### src/rtl/keypad_scan_pkg.sv
// keypad_scan_pkg -- shared definitions for the 4x4 keypad scanner and the
// consumers of its key codes (FSM state encoding, column drive patterns,
// key_code field layout, row priority helper).
package keypad_scan_pkg;

   typedef enum logic [1:0] {
      ST_SCAN    = 2'd0,
      ST_CONFIRM = 2'd1,
      ST_HELD    = 2'd2,
      ST_RELEASE = 2'd3
   } scan_state_t;

   // Result of looking for the lowest-index low row.
   typedef struct packed {
      logic       hit;
      logic [1:0] idx;
   } row_hit_t;

   // Column drive after reset (column 0 driven low).
   localparam logic [3:0] COL_RESET = 4'b1110;

   // key_code = {column index, row index}
   localparam int CODE_COL_MSB = 3;
   localparam int CODE_COL_LSB = 2;
   localparam int CODE_ROW_MSB = 1;
   localparam int CODE_ROW_LSB = 0;

   // Active-low column drive pattern for a column index.
   function automatic logic [3:0] col_drive(input logic [1:0] col);
      logic [3:0] drv;
      case (col)
         2'd0:    drv = 4'b1110;
         2'd1:    drv = 4'b1101;
         2'd2:    drv = 4'b1011;
         2'd3:    drv = 4'b0111;
         default: drv = COL_RESET;
      endcase
      return drv;
   endfunction

   // Pack column and row indices into a key code.
   function automatic logic [3:0] make_code(input logic [1:0] col, input logic [1:0] row);
      logic [3:0] code;
      code = 4'b0000;
      code[CODE_COL_MSB:CODE_COL_LSB] = col;
      code[CODE_ROW_MSB:CODE_ROW_LSB] = row;
      return code;
   endfunction

   // Lowest-index row that is pulled low; row 0 has priority.
   function automatic row_hit_t lowest_low(input logic [3:0] row_n);
      row_hit_t res;
      if (!row_n[0]) begin
         res = '{hit: 1'b1, idx: 2'd0};
      end else if (!row_n[1]) begin
         res = '{hit: 1'b1, idx: 2'd1};
      end else if (!row_n[2]) begin
         res = '{hit: 1'b1, idx: 2'd2};
      end else if (!row_n[3]) begin
         res = '{hit: 1'b1, idx: 2'd3};
      end else begin
         res = '{hit: 1'b0, idx: 2'd0};
      end
      return res;
   endfunction

endpackage

### src/rtl/keypad_scan_if.sv
// keypad_scan_if -- keypad matrix lines plus key event outputs.
//   row_n     : keypad rows, active-low (keypad -> scanner)
//   col_n     : column drive, active-low one-cold (scanner -> keypad)
//   key_code  : {col[1:0], row[1:0]} of the last accepted key
//   key_valid : one-cycle pulse on an accepted press
//   key_long  : one-cycle pulse when a press reaches the long-press time
//   key_held  : level, key currently accepted as down
// master = scanner side, slave = keypad / consumer side.
interface keypad_scan_if;
   logic [3:0] row_n;
   logic [3:0] col_n;
   logic [3:0] key_code;
   logic       key_valid;
   logic       key_long;
   logic       key_held;

   modport master (input  row_n,
                   output col_n, key_code, key_valid, key_long, key_held);
   modport slave  (output row_n,
                   input  col_n, key_code, key_valid, key_long, key_held);
endinterface

### src/rtl/keypad_scan_tick_gen.sv
// keypad_tick_gen -- row synchroniser and scan-slot prescaler.
//   clk, rst_n : clock, async active-low reset
//   row_n      : raw keypad rows (asynchronous)
//   row_sync   : rows after a two-flop synchroniser (idle = 1111)
//   slot_tick  : high for one clk every SCAN_DIV clocks (free running)
module keypad_tick_gen #(
   parameter int SCAN_DIV = 20
) (
   input  logic       clk,
   input  logic       rst_n,
   input  logic [3:0] row_n,
   output logic [3:0] row_sync,
   output logic       slot_tick
);

   localparam int              DIV_W    = $clog2(SCAN_DIV);
   localparam logic [DIV_W-1:0] DIV_LAST = DIV_W'(SCAN_DIV - 1);

   logic [3:0]       sync_meta_r;
   logic [3:0]       sync_r;
   logic [DIV_W-1:0] div_cnt_r;

   // Two-flop synchroniser for the asynchronous row inputs.
   always_ff @(posedge clk or negedge rst_n) begin
      if (!rst_n) begin
         sync_meta_r <= 4'b1111;
         sync_r      <= 4'b1111;
      end else begin
         sync_meta_r <= row_n;
         sync_r      <= sync_meta_r;
      end
   end

   // Free-running prescaler 0..SCAN_DIV-1.
   always_ff @(posedge clk or negedge rst_n) begin
      if (!rst_n) begin
         div_cnt_r <= {DIV_W{1'b0}};
      end else if (div_cnt_r == DIV_LAST) begin
         div_cnt_r <= {DIV_W{1'b0}};
      end else begin
         div_cnt_r <= div_cnt_r + DIV_W'(1);
      end
   end

   assign row_sync  = sync_r;
   assign slot_tick = (div_cnt_r == DIV_LAST);

endmodule

### src/rtl/keypad_scan.sv
// keypad_scan -- 4x4 matrix keypad scanner with press/release debounce and
// long-press detection.
//   clk, rst_n : clock, async active-low reset
//   bus        : keypad_scan_if master (row_n in; col_n, key_code,
//                key_valid, key_long, key_held out)
// The column rotates once per scan slot until a row goes low; it then stays
// parked on that column until the release has been debounced.
module keypad_scan
   import keypad_scan_pkg::*;
#(
   parameter int SCAN_DIV   = 20,
   parameter int DEBOUNCE   = 4,
   parameter int LONG_TICKS = 500
) (
   input  logic          clk,
   input  logic          rst_n,
   keypad_scan_if.master bus
);

   localparam int               DB_W     = $clog2(DEBOUNCE + 1);
   localparam int               HOLD_W   = $clog2(LONG_TICKS + 1);
   localparam logic [DB_W-1:0]   DB_LAST  = DB_W'(DEBOUNCE - 1);
   localparam logic [HOLD_W-1:0] HOLD_MAX = HOLD_W'(LONG_TICKS);
   localparam logic [HOLD_W-1:0] HOLD_PRE = HOLD_W'(LONG_TICKS - 1);

   logic [3:0] row_sync_s;
   logic       slot_tick_s;

   keypad_tick_gen #(.SCAN_DIV(SCAN_DIV)) u_tick_gen (
      .clk       (clk),
      .rst_n     (rst_n),
      .row_n     (bus.row_n),
      .row_sync  (row_sync_s),
      .slot_tick (slot_tick_s)
   );

   scan_state_t       state_r,     state_s;
   logic [1:0]        col_r,       col_s;
   logic [1:0]        cand_r,      cand_s;
   logic [DB_W-1:0]   match_cnt_r, match_cnt_s;
   logic [DB_W-1:0]   rel_cnt_r,   rel_cnt_s;
   logic [HOLD_W-1:0] hold_cnt_r,  hold_cnt_s;
   logic [3:0]        key_code_r,  key_code_s;
   logic              key_valid_r, key_valid_s;
   logic              key_long_r,  key_long_s;
   logic              key_held_r,  key_held_s;
   logic [3:0]        col_n_r;
   row_hit_t          hit_s;
   logic              cand_low_s;

   // Next-state, counters and output events; all decisions happen on slot_tick.
   always_comb begin
      state_s     = state_r;
      col_s       = col_r;
      cand_s      = cand_r;
      match_cnt_s = match_cnt_r;
      rel_cnt_s   = rel_cnt_r;
      hold_cnt_s  = hold_cnt_r;
      key_code_s  = key_code_r;
      key_valid_s = 1'b0;
      key_long_s  = 1'b0;
      key_held_s  = key_held_r;
      hit_s       = lowest_low(row_sync_s);
      cand_low_s  = ~row_sync_s[cand_r];

      if (slot_tick_s) begin
         case (state_r)
            ST_SCAN: begin
               if (hit_s.hit) begin
                  cand_s      = hit_s.idx;
                  match_cnt_s = DB_W'(1);
                  state_s     = ST_CONFIRM;
               end else begin
                  col_s = col_r + 2'd1;
               end
            end
            ST_CONFIRM: begin
               // A different lowest row counts as a bounce, not a new candidate.
               if (hit_s.hit && (hit_s.idx == cand_r)) begin
                  if (match_cnt_r == DB_LAST) begin
                     key_code_s  = make_code(col_r, cand_r);
                     key_valid_s = 1'b1;
                     key_held_s  = 1'b1;
                     hold_cnt_s  = {HOLD_W{1'b0}};
                     state_s     = ST_HELD;
                  end else begin
                     match_cnt_s = match_cnt_r + DB_W'(1);
                  end
               end else begin
                  col_s   = col_r + 2'd1;
                  state_s = ST_SCAN;
               end
            end
            ST_HELD: begin
               if (cand_low_s) begin
                  // Saturating count; the pulse fires only on reaching the limit.
                  if (hold_cnt_r != HOLD_MAX) begin
                     hold_cnt_s = hold_cnt_r + HOLD_W'(1);
                     key_long_s = (hold_cnt_r == HOLD_PRE);
                  end else begin
                     hold_cnt_s = hold_cnt_r;
                  end
               end else begin
                  rel_cnt_s = DB_W'(1);
                  state_s   = ST_RELEASE;
               end
            end
            ST_RELEASE: begin
               if (cand_low_s) begin
                  state_s = ST_HELD;
               end else if (rel_cnt_r == DB_LAST) begin
                  key_held_s = 1'b0;
                  col_s      = col_r + 2'd1;
                  state_s    = ST_SCAN;
               end else begin
                  rel_cnt_s = rel_cnt_r + DB_W'(1);
               end
            end
            default: begin
               state_s = ST_SCAN;
            end
         endcase
      end else begin
         state_s = state_r;
      end
   end

   // State, counters and registered outputs.
   always_ff @(posedge clk or negedge rst_n) begin
      if (!rst_n) begin
         state_r     <= ST_SCAN;
         col_r       <= 2'd0;
         cand_r      <= 2'd0;
         match_cnt_r <= {DB_W{1'b0}};
         rel_cnt_r   <= {DB_W{1'b0}};
         hold_cnt_r  <= {HOLD_W{1'b0}};
         key_code_r  <= 4'b0000;
         key_valid_r <= 1'b0;
         key_long_r  <= 1'b0;
         key_held_r  <= 1'b0;
         col_n_r     <= COL_RESET;
      end else begin
         state_r     <= state_s;
         col_r       <= col_s;
         cand_r      <= cand_s;
         match_cnt_r <= match_cnt_s;
         rel_cnt_r   <= rel_cnt_s;
         hold_cnt_r  <= hold_cnt_s;
         key_code_r  <= key_code_s;
         key_valid_r <= key_valid_s;
         key_long_r  <= key_long_s;
         key_held_r  <= key_held_s;
         col_n_r     <= col_drive(col_s);
      end
   end

   assign bus.col_n     = col_n_r;
   assign bus.key_code  = key_code_r;
   assign bus.key_valid = key_valid_r;
   assign bus.key_long  = key_long_r;
   assign bus.key_held  = key_held_r;

endmodule

### src/flat_wrapper.sv
// flat-port wrapper written by rule: the top's interface ports become plain ports
module keypad_scan_flat import keypad_scan_pkg::*;
#(
   parameter int SCAN_DIV   = 20,
   parameter int DEBOUNCE   = 4,
   parameter int LONG_TICKS = 500
)
  (clk, rst_n, bus_row_n, bus_col_n, bus_key_code, bus_key_valid, bus_key_long, bus_key_held);
  keypad_scan_if bus_i ();
  input  logic clk;
  input  logic rst_n;
  input wire logic [$bits(bus_i.row_n)-1:0] bus_row_n;
  output wire logic [$bits(bus_i.col_n)-1:0] bus_col_n;
  output wire logic [$bits(bus_i.key_code)-1:0] bus_key_code;
  output wire logic [$bits(bus_i.key_valid)-1:0] bus_key_valid;
  output wire logic [$bits(bus_i.key_long)-1:0] bus_key_long;
  output wire logic [$bits(bus_i.key_held)-1:0] bus_key_held;
  assign bus_i.row_n = bus_row_n;
  assign bus_col_n = bus_i.col_n;
  assign bus_key_code = bus_i.key_code;
  assign bus_key_valid = bus_i.key_valid;
  assign bus_key_long = bus_i.key_long;
  assign bus_key_held = bus_i.key_held;
  keypad_scan #(.SCAN_DIV(SCAN_DIV), .DEBOUNCE(DEBOUNCE), .LONG_TICKS(LONG_TICKS)) u_core (.clk(clk), .rst_n(rst_n), .bus(bus_i));
endmodule
### config.mk
export PLATFORM = sky130hd
export DESIGN_NAME = keypad_scan_flat
export DESIGN_NICKNAME = d
export VERILOG_FILES = /design/src/rtl/keypad_scan_pkg.sv /design/src/rtl/keypad_scan_if.sv /design/src/rtl/keypad_scan_tick_gen.sv /design/src/rtl/keypad_scan.sv /design/src/flat_wrapper.sv
export SDC_FILE = /design/constraint.sdc
export NUM_CORES = 1
export LEC_CHECK = 0
export BUFFER_PORTS_ARGS = -buffer_cell sky130_fd_sc_hd__buf_2
export CAP_MARGIN = 20
export CORE_UTILIZATION = 50
export DETAILED_ROUTE_END_ITERATION = 10
export PLACE_DENSITY_LB_ADDON = 0.12
export SLEW_MARGIN = 20
export SYNTH_ARGS = -nofsm -noshare
export SYNTH_HDL_FRONTEND = slang
export SYNTH_SLANG_ARGS = --single-unit
### constraint.sdc
create_clock -name clk -period 2.5 [get_ports clk]
set_input_delay 0.25 -clock clk [delete_from_list [all_inputs] [get_ports clk]]
set_output_delay 0.25 -clock clk [all_outputs]
set_load 0.1 [all_outputs]
Word level (Yosys, flattened, before mapping). Cells that the tools add are included.

Flip-flop bits (word level): 45. Input bits: 6. Logic and storage cells: 105.

$add $sub $neg: 5. $lt $le $gt $ge: 1. Equal/unequal tests: 24. Mux-type cells: 47. Reductions and logical operators: 14.

Operators with widths (count): 9-bit 2-to-1 mux (4); 3-bit 2-to-1 mux (10); 2-bit 2-to-1 mux (11); 9-bit case mux with 2 select lines (1); 4-bit case mux with 4 select lines (1); 5-bit AND reduction (3); 2-bit by 1-bit != test with 1-bit output (second input constant) (7); 1-bit 2-to-1 mux (13); 3-bit case mux with 2 select lines (2); 6-bit AND reduction (2); 9-bit by 1-bit adder with 9-bit output (second input constant) (1); 9-bit equality test (second input constant) (1); 9-bit != test (second input constant) (1); 2-bit equality test (second input constant) (4); 2-bit case mux with 4 select lines (1); 2-bit nonzero test (4); 3-bit by 1-bit adder with 3-bit output (second input constant) (2); 3-bit by 2-bit equality test with 1-bit output (second input constant) (2); 2-bit != test (second input constant) (3); 3-bit != test (second input constant) (2); 2-bit case mux with 3 select lines (1); 5-bit by 1-bit adder with 5-bit output (second input constant) (1); 5-bit equality test (second input constant) (1); 5-bit 2-to-1 mux (1); 10 further kinds (12).

Logic depth before layout (Yosys ltp).
Depth in word-level cells: 11. Mapped depth: 8. Gate-level depth less buffers: 6.

Hierarchy. A second synthesis with hierarchy kept.

Cells, all modules: 201. Area, all modules: 2144.6 µm².

Modules (own cells, without submodules): keypad_scan (times used 1, cells each 175, area an instance 1709.1 µm², sequential area each 804.5 µm²); keypad_tick_gen (times used 1, cells each 26, area an instance 435.4 µm², sequential area each 335.3 µm²).

Worst setup path after synthesis. Ideal clock, no wire load.

Path kind: reg2reg. From: register u_core.u_tick_gen.div_cnt_r[0]. To: register u_core.col_r[1]. Library setup time: 0.129 ns. Data arrival time: 1.823 ns. Data required time: 2.371 ns. Setup slack: 0.548 ns. Stages on the path, launching flop included: 9. Path buffers: 2. Cells stage by stage: dfrtp_1 ha_1 and4bb_1 buf_2 and2_4 nand4_4 o31a_1 buf_6 a2111o_1.

Longest elaborated chain between the ends: 2.

RTL lines: start: declaration (line keypad_scan_tick_gen.sv:21) `logic [DIV_W-1:0] div_cnt_r;`; start signal: assignment (line keypad_scan_tick_gen.sv:37) `div_cnt_r <= {DIV_W{1'b0}};`; start signal: assignment (line keypad_scan_tick_gen.sv:39) `div_cnt_r <= {DIV_W{1'b0}};`; start signal: assignment (line keypad_scan_tick_gen.sv:41) `div_cnt_r <= div_cnt_r + DIV_W'(1);`; 5-bit equality test (line keypad_scan_tick_gen.sv:46) `assign slot_tick = (div_cnt_r == DIV_LAST);`; 2-bit 2-to-1 mux (line keypad_scan.sv:66) `if (slot_tick_s) begin`; named net u_core.col_s[1] (line keypad_scan.sv:38) `logic [1:0] col_r, col_s;`; end signal: assignment (line keypad_scan.sv:144) `col_r <= col_s;`; end: declaration (line keypad_scan.sv:38).

The timed path passes the listed nets, and every way through them passes these cells. A chain may end at the register's enable or synchronous reset.

Worst setup path after layout.
From: register u_core.u_tick_gen.div_cnt_r[0]. To: register u_core.hold_cnt_r[6].

Longest elaborated chain between the ends: 2.

RTL lines: 5-bit equality test (line keypad_scan_tick_gen.sv:46); 6-bit AND reduction (no source line); end signal: assignment (line keypad_scan.sv:136) `hold_cnt_r <= {HOLD_W{1'b0}};`; end signal: assignment (line keypad_scan.sv:148) `hold_cnt_r <= hold_cnt_s;`; end: declaration (line keypad_scan.sv:42) `logic [HOLD_W-1:0] hold_cnt_r, hold_cnt_s;`.

Every way passes these cells.

==> reports/results.tsv <==
stage	metric	value	unit
timing	fin_skew	0.00667	ns
global_routing	grtUsageTotal	0.181	
timing	slew_viol_final	0	
setup_path	critical_path_depth	6	
setup_path	crit_arrival	2.36	ns
synthesis	synthFlopType	dfrtp_1	
clock_tree	h-tree-depth	2	
setup_path	r2r_cells	6	
timing	setup_viol	0	
placed_design	io_buffers	16	
layout	area_delta_synth_final	10.0	%
global_routing	grt_max_degree	46	
setup_path	rrSetupSlack	0.34	ns
timing	rsz0062_at_grt	no	
placed_design	gp_congestion	0.808	
clock_tree	cts_sinks	45	
setup_path	crit_chain	ha_1, and4bb_1, o21ai_1, a311oi_4, a41oi_1, a31oi_1	
detailed_routing	firstDrtPassIters	4	
timing	hold_slack	0.0493	ns
synthesis	synth-seq-cells	45	
placed_design	dp_hpwl	2660	microns
setup_path	rr_startpoint	u_core.u_tick_gen.div_cnt_r[0]	
layout	antenna_cells	0	
detailed_routing	vias_per_cell	5.62	
pwr	leakage	0.00108	uW
die	row_count	23	
clock_tree	clk_path_buf_depth	2	
timing	worst_pin_slew	0.559	ns
timing	period_minus_slack	2.16	ns
synthesis	synth_edf_count	0	
synthesis	synthArstFlopShare	1.00	
detailed_routing	routed-via-count	1479	
synthesis	synth_warnings	0	
detailed_routing	drcViolationCount	0	
timing	timing.fmax	463	MHz
pwr	ir_worst_vdd	0.000395	V
setup_path	max_stage_delay	0.49	ns
clock_tree	cts_buffers	5	
outcome	status	complete, no violations	
clock_tree	postCtsResizedCells	0	
setup_path	crit_path_start_kind	register	
setup_path	timing.rr.end	u_core.hold_cnt_r[6]	
setup_path	critPathSlowestCell	a311oi_4	
setup_path	worstSetupStartpoint	u_core.u_tick_gen.div_cnt_r[0]	
layout	design_area	0.00243	sq mm
setup_path	crit_buf_inv	0	
clock_tree	post-cts-setup-buffers	0	
detailed_routing	antenna_left	0	
synthesis	ys_seq_area_frac	0.516	
synthesis	synth_cell_type_count	49	
die	die_h	68.5	microns
detailed_routing	drt_iter0_markers	63	
synthesis	syn_area	0.00221	sq mm
global_routing	grt-ovfl-total	0	
die	start_util	0.537	
timing	finalSetupTns	0	ns
global_routing	grt_pass1_vias	1402	
clock_tree	cts_tree	built	
clock_tree	holdBufCountCts	0	
die	io_pins	17	
clock_tree	cts_root_buf	clkbuf_8	
die	die_w	68.5	microns
setup_path	critPathMaxFanout	8	
clock_tree	path_clk_slew	0.08	ns
timing	relSlewSlack	0.628	
layout	drive_gt1_frac	0.230	
setup_path	endpoint	u_core.hold_cnt_r[6]	
setup_path	critPathRequiredTime	2.70	ns
pwr	p_per_area	674	mW/mm^2
timing	hold_viol	0	
setup_path	endpoint_kind	register	
die	core-area	0.00412	sq mm
global_routing	antenna_found_initial	0	
die	die_area	0.00469	sq mm
layout	num-fill-cells	343	
detailed_routing	routed_wl	3780	microns
layout	nets	225	
setup_path	crit_type	register to register	
synthesis	avgSynthCellArea	11.4	sq um
clock_tree	insertion_delay	0.29	ns
global_routing	grt_pass1_wl	6230	microns
flow_run	cap_violations	0	
synthesis	syn-num-nets	207	
synthesis	synthCells	194	
placed_design	dpl_cell_area	0.00231	sq mm
setup_path	crit_family	compound AO/OA/AOI/OAI gates	
detailed_routing	wl_per_cell	14.4	microns
worst_hold_path	hp-class	primary input to register	
timing	min_period_over_period	0.864	
[state kept, by name, summed over array words and instances, names as in the netlist]
name / count
u_core.match_cnt_r: 3
u_core.u_tick_gen.sync_meta_r: 4
u_core.bus.col_n: 4
u_core.cand_r: 2
u_core.u_tick_gen.row_sync: 4
u_core.bus.key_code: 4
u_core.bus.key_held: 1
u_core.col_r: 2
u_core.u_tick_gen.div_cnt_r: 5
u_core.rel_cnt_r: 3
u_core.state_r: 2
u_core.hold_cnt_r: 9
u_core.bus.key_valid: 1
u_core.bus.key_long: 1
[worst reg2reg max path: stages, from the launching register on]
cell and delay [ns]:
dfrtp_1 0.38, ha_1 0.23, and4bb_1 0.38, o21ai_1 0.23
a311oi_4 0.49, a41oi_1 0.17, a31oi_1 0.19
[cell usage after synthesis, types with 2 or more instances]
master / count / area (sq um)
a31oi_1: 7 / 43.8
and2_1: 2 / 12.5
mux2_2: 5 / 56.3
xnor2_1: 3 / 26.3
a21oi_1: 6 / 30.0
a41oi_1: 3 / 26.3
buf_4: 2 / 15.0
o21ai_0: 8 / 40.0
o21ai_1: 2 / 10.0
dfstp_2: 11 / 289
and3_1: 4 / 25.0
inv_1: 8 / 30.0
nor2_1: 9 / 33.8
nand2b_1: 6 / 37.5
nor2b_1: 6 / 37.5
clkbuf_1: 2 / 7.51
nand4b_1: 2 / 17.5
nand2_1: 20 / 75.1
dfrtp_1: 34 / 851
mux2i_1: 10 / 100
a22o_1: 3 / 26.3
nand3_1: 7 / 35.0
o31a_1: 2 / 17.5
ha_1: 7 / 87.6
[stage by stage]
stage	power (uW)	setup slack (ns)	cells	utilization
2_1_floorplan	1070	0.548	194	-
3_3_place_gp	1120	0.498	254	0.562
3_5_place_dp	1120	0.323	254	0.562
4_1_cts	1650	0.329	262	0.588
5_1_grt	1710	0.134	263	0.591
6_report	1640	0.340	263	0.591
[layout by cell type, fill, tap and decap left out, drive strengths merged, types with 2 or more instances in the layout]
cell / n
nand2b: 7
nand4b: 2
dfrtp: 34
clkbuf: 6
nor2: 10
nand2: 20
o31a: 2
dfstp: 11
and3: 4
a31oi: 7
mux2i: 10
a41oi: 3
nor2b: 6
buf: 18
and2: 3
inv: 8
nand3: 7
a21oi: 7
o21ai: 10
a22o: 3
mux2: 5
nand4: 2
xnor2: 3
ha: 7
[worst min-delay path by stage]
stage / start / end / slack (ns) / cells after the start
after floorplan: rst_n / u_core.bus.col_n[0] / -0.05 / 0
after global placement: u_core.u_tick_gen.sync_meta_r[1] / u_core.u_tick_gen.row_sync[1] / 0.35 / 0
after detailed placement: u_core.u_tick_gen.sync_meta_r[0] / u_core.u_tick_gen.row_sync[0] / 0.35 / 0
after CTS: bus_row_n[1] / u_core.u_tick_gen.sync_meta_r[1] / 0.04 / 1
after global routing: bus_row_n[0] / u_core.u_tick_gen.sync_meta_r[0] / 0.03 / 1
final: bus_row_n[0] / u_core.u_tick_gen.sync_meta_r[0] / 0.05 / 1
[report_power, final]
part	switching, uW	internal [uW]	leakage, uW
clock network	235	297	0.0000552
registers	36.9	787	0.000564
logic	217	66.0	0.000460
[cell type report]
class | instances | area [sq um] | area share
Sequential cell | 45 | 1140 | 0.469
Multi-Input combinational cell | 133 | 985 | 0.405
Timing Repair Buffer | 19 | 108 | 0.0442
Clock buffer | 6 | 72.6 | 0.0298
Tap cell | 50 | 62.6 | 0.0257
Clock inverter | 2 | 35.0 | 0.0144
Inverter | 8 | 30.0 | 0.0123
[kinds of logic after synthesis]
kind of cell | after synthesis | synth area share
and+or+nand+nor | 66 | 0.175
muxes | 16 | 0.0809
AOI/OAI and AO/OA | 41 | 0.138
buffers and inverters | 16 | 0.0390
DFF | 45 | 0.516
xor gates and xnor gates | 3 | 0.0119
adders and majority gates | 7 | 0.0396
[per-layer routing]
metal	share of wire	GRT usage	wire length (microns)	vias up
met4	0.0074	0.0625	28	0
met5	0	0	0	-
li1	-	-	-	731
met1	0.48	0.233	1810	722
met2	0.48	0.298	1830	22
met3	0.029	0.0395	108	4
Power figures use the tool's default switching activity.
